<file path="src/rtl/delay_monitor.sv">
// delay_monitor: receive-side checker for a periodic single-cycle pulse.
// Measures pulse-to-pulse spacing, locks after LOCK_CNT good gaps in a row,
// and raises a sticky error on an early or missing pulse once locked.
module delay_monitor #(
  parameter int PERIOD   = 2501,
  parameter int CBITS    = 12,
  parameter int TOL      = 2,
  parameter int LOCK_CNT = 4
) (
  input  logic             clk,
  input  logic             rst,
  input  logic             sig,
  input  logic             ack,
  output logic             lock,
  output logic             err,
  output logic             early,
  output logic             late,
  output logic [CBITS-1:0] last_gap
);

  typedef enum logic [1:0] {
    IDLE,
    TRACK,
    LOCKED,
    ALARM
  } state_e;

  localparam logic [CBITS-1:0] GAP_LO = CBITS'(PERIOD - TOL);
  localparam logic [CBITS-1:0] GAP_HI = CBITS'(PERIOD + TOL);
  localparam logic [3:0]       LOCK_N = 4'(LOCK_CNT);

  state_e           state_q, state_d;
  logic [CBITS-1:0] cnt_q, cnt_d;
  logic [3:0]       good_q, good_d;
  logic             lock_q, lock_d;
  logic             err_q, err_d;
  logic             early_q, early_d;
  logic             late_q, late_d;
  logic [CBITS-1:0] last_gap_q, last_gap_d;

  logic             gap_good;
  logic             gap_early;
  logic             timeout;
  logic [3:0]       good_inc;

  // Gap classification against the current counter value.
  always_comb begin
    gap_good  = sig && (cnt_q >= GAP_LO) && (cnt_q <= GAP_HI);
    gap_early = sig && (cnt_q < GAP_LO);
    timeout   = !sig && (cnt_q == GAP_HI);
    good_inc  = good_q + 4'd1;
  end

  // Next-state, counter and registered-output computation.
  always_comb begin
    state_d    = state_q;
    good_d     = good_q;
    err_d      = err_q;
    early_d    = 1'b0;
    late_d     = 1'b0;
    last_gap_d = last_gap_q;

    // Counter restarts on every pulse in every state and saturates otherwise.
    if (sig) begin
      cnt_d = CBITS'(1);
    end else if (&cnt_q) begin
      cnt_d = cnt_q;
    end else begin
      cnt_d = cnt_q + CBITS'(1);
    end

    unique case (state_q)
      IDLE: begin
        if (sig) begin
          state_d = TRACK;
          good_d  = '0;
        end
      end
      TRACK: begin
        if (sig) begin
          last_gap_d = cnt_q;
        end
        if (gap_good) begin
          good_d = good_inc;
          if (good_inc == LOCK_N) begin
            state_d = LOCKED;
          end
        end else if (gap_early) begin
          early_d = 1'b1;
          good_d  = '0;
        end else if (timeout) begin
          late_d  = 1'b1;
          state_d = IDLE;
        end
      end
      LOCKED: begin
        if (sig) begin
          last_gap_d = cnt_q;
        end
        if (gap_early) begin
          early_d = 1'b1;
          err_d   = 1'b1;
          state_d = ALARM;
        end else if (timeout) begin
          late_d  = 1'b1;
          err_d   = 1'b1;
          state_d = ALARM;
        end
      end
      ALARM: begin
        // A pulse coinciding with ack only restarts the counter.
        if (ack) begin
          err_d   = 1'b0;
          state_d = IDLE;
        end
      end
      default: begin
        state_d = IDLE;
      end
    endcase

    lock_d = (state_d == LOCKED);
  end

  // State and output registers with synchronous reset.
  always_ff @(posedge clk) begin
    if (rst) begin
      state_q    <= IDLE;
      cnt_q      <= '0;
      good_q     <= '0;
      lock_q     <= 1'b0;
      err_q      <= 1'b0;
      early_q    <= 1'b0;
      late_q     <= 1'b0;
      last_gap_q <= '0;
    end else begin
      state_q    <= state_d;
      cnt_q      <= cnt_d;
      good_q     <= good_d;
      lock_q     <= lock_d;
      err_q      <= err_d;
      early_q    <= early_d;
      late_q     <= late_d;
      last_gap_q <= last_gap_d;
    end
  end

  assign lock     = lock_q;
  assign err      = err_q;
  assign early    = early_q;
  assign late     = late_q;
  assign last_gap = last_gap_q;

endmodule

</file>
<file path="config.mk">
export PLATFORM = sky130hd
export DESIGN_NAME = delay_monitor
export DESIGN_NICKNAME = d
export VERILOG_FILES = /design/src/rtl/delay_monitor.sv
export SDC_FILE = /design/constraint.sdc
export NUM_CORES = 1
export LEC_CHECK = 0
export CAP_MARGIN = 5
export CORE_MARGIN = 2
export CORE_UTILIZATION = 45
export CTS_CLUSTER_SIZE = 28
export DETAILED_ROUTE_END_ITERATION = 6
export GPL_ROUTABILITY_DRIVEN = 0
export PLACE_DENSITY = 0.67
export SETUP_SLACK_MARGIN = 0.2
export SLEW_MARGIN = 40
export SYNTH_ARGS = -nofsm -noshare
export SYNTH_HDL_FRONTEND = slang
export SYNTH_SLANG_ARGS = --single-unit
</file>
<file path="constraint.sdc">
create_clock -name clk -period 2.4 [get_ports clk]
set_input_delay 0.48 -clock clk [delete_from_list [all_inputs] [get_ports clk]]
set_output_delay 0.48 -clock clk [all_outputs]
set_load 0.05 [all_outputs]
</file>
==> results_dict.tcl <==
set metrics [dict create \
    status "completed" \
    max-cap-violations 0 \
    ctsLongestPathBuffers 2 \
    ys_async_sr_fraction 0 \
    clkTransAtPathRegs_ns 0.11 \
    die_h_um 64.38 \
    ioPinCount 20 \
    grt_overflow 0 \
    ys_warn_count 0 \
    finalSetupTns_ns 0 \
    final_cell_mix "41 x nand2_1, 34 x dfxtp_1, 20 x a21oi_1, 20 x nor2_1, 19 x clkdlybuf4s50_1" \
    final-setup-viol-count 0 \
    track_usage 0.1807 \
    dp_hpwl_um 2524 \
    port_buffers 19 \
    cp_max_fo 5 \
    pre_cts_ws_ns 0.2497 \
    fillCellCount 328 \
    fp.dieW_um 64.38 \
    hp-start "last_gap[11]" \
    ys_seq_area_frac 0.4150 \
    synth_flop_cell "dfxtp_1" \
    drc 0 \
    grt_max_degree 14 \
    synth_edf_count 0 \
    cp.required_ns 2.63 \
    first_iter_violations 90 \
    ctsHoldBuffers 0 \
    setup_slack_ns 0.4150 \
    syn2layout_area_growth_pct 21.82 \
    synth_cells 205 \
    cts_resized 0 \
    slowest_stage "dfxtp_1" \
    fmax_mhz 503.8 \
    cts-buffers-inserted 5 \
    cts_num_sinks 34 \
    drive_gt1_frac 0.07456 \
    worstMarginPinSlew_ns 0.5039 \
    syn_avg_cell_area_um2 8.002 \
    rsz0062_at_grt "no" \
    cts_tree "done" \
    p_per_area_nw_per_um2 613.5 \
    critPathMaxStageDelay_ns 0.42 \
    grt_pass1_vias 1389 \
    timing.final.crit_share 0.8271 \
    drv_slew 0 \
    via_per_inst 5.380 \
    dieArea_um2 4144 \
    fp.coreArea_um2 3416 \
    skew_ns 0.01556 \
    htree_levels 2 \
    syn-cell-area_um2 1640 \
    startpoint "cnt_q[0]" \
    ys_ff_latch 34 \
    slew_headroom 0.6630 \
    leakagePower_nw 0.7288 \
    grt_pass1_wl_um 5934 \
    finalHoldViolCount 0 \
    crit_type "reg -> reg" \
    post_cts_buffers 0 \
    finalCriticalPeriod_ns 1.985 \
    whs_ns 0.4604 \
    syn-num-nets 216 \
    hold_class "reg -> reg" \
    reg2reg_from "cnt_q[0]" \
    drt_wl_total_um 3464 \
    nets 238 \
    wl_per_cell_um 12.64 \
    grt_antenna_before_repair 0 \
    ctsRootBufferMaster "clkbuf_4" \
    endpoint_kind "register" \
    path_cells "ha_1 > nand2_1 > or3_1 > nor3_2 > o21bai_1 > a41oi_1 > nor2_1" \
    clock_latency_ns 0.34 \
    worstPathArrival_ns 2.22 \
    ir_drop_uv 690.5 \
    layout_commonest_cell "nand2_1" \
    detail_route.first_pass.iterations 4 \
    start_kind "register" \
    initial_core_util 0.4802 \
    yosysUniqueCellTypes 39 \
    antenna_left 0 \
    vias 1474 \
    rows 21 \
    antenna_cells 0 \
]
==> metal layers <==
layer	share of wire	vias to the layer above	GRT usage
li1	-	741	-
met1	0.47	688	0.2227
met2	0.46	35	0.2969
met3	0.049	10	0.05106
met4	0.018	0	0.07181
met5	0	-	0
==> final timing paths <==
kind | slack [ns] | cells past startpoint | endpoint
worst max-delay path | 0.41 | 7 | lock
worst min-delay path | 0.46 | 2 | last_gap[11]
worst min register to register | 0.46 | 2 | last_gap[11]
worst max register to register | 0.41 | 7 | lock
==> area by class of cell <==
| cell class | instances | area [µm²] | area share |
|---|---|---|---|
| clock buffers | 6 | 51.30 | 0.02567 |
| clock inverters | 2 | 60.06 | 0.03006 |
| multi-input cells | 156 | 902.1 | 0.4515 |
| repair buffers | 23 | 220.2 | 0.1102 |
| inverters | 7 | 26.28 | 0.01315 |
| well taps | 46 | 57.56 | 0.02880 |
| flip-flops and latches | 34 | 680.7 | 0.3406 |
==> kinds of logic (layout without fill, tap and decap cells) <==
kind of cell / count (synthesis) / in the layout / share of synthesized area
AND/OR/NAND/NOR: 95 / 95 / 0.2693
AO/OA/AOI/OAI: 42 / 42 / 0.1617
flip-flops: 34 / 34 / 0.4149
buffers and inverters: 15 / 38 / 0.03508
XOR/XNOR: 10 / 10 / 0.05340
adder cells (fa/ha/maj): 7 / 7 / 0.05339
multiplexers: 2 / 2 / 0.01220
==> through the flow <==
| stage | utilization | total power, mW | instances | area, µm² |
|---|---|---|---|---|
| after detailed placement | 0.5480 | 0.6906 | 264 | 1872 |
| after global placement | 0.5480 | 0.6877 | 264 | 1872 |
| after CTS | 0.5806 | 1.237 | 272 | 1983 |
| after floorplan | - | 0.6642 | 205 | 1640 |
| after global routing | 0.5850 | 1.271 | 274 | 1998 |
| final | 0.5850 | 1.226 | 274 | 1998 |
==> power by group <==
part	leakage, nW	switching, mW	total [mW]	internal, mW
logic	0.396	0.0593	0.0962	0.0369
registers	0.275	0.00935	0.582	0.573
clock network	0.0585	0.195	0.548	0.353
==> critical path, delay by kind of cell, from the launching register on <==
family	cells	cell delay [ns]
AND/OR/NAND/NOR	4	0.78
flip-flops	1	0.42
AO/OA/AOI/OAI	2	0.40
adder cells (fa/ha/maj)	1	0.28
==> synth_stat cells, drive strengths merged, types with 3 or more instances <==
cell type,instances,area (µm²)
and2,5,31.28
ha,7,87.58
nand4,4,25.02
a21oi,20,100.1
inv,7,26.28
nand2,41,153.9
o21ai,8,40.04
xor2,7,61.31
nand3,6,30.03
or3,4,26.28
clkbuf,6,22.52
nor2b,4,25.02
nor3,4,25.02
xnor2,3,26.28
nor2,20,75.07
dfxtp,34,680.7
==> registers in the layout, summed over array words and instances, names as in the netlist <==
| signal | cells |
|---|---|
| cnt_q | 12 |
| state_q | 2 |
| early | 1 |
| last_gap | 12 |
| err | 1 |
| lock | 1 |
| late | 1 |
| good_q | 4 |
No activity file was read; power rests on OpenSTA's default activity.
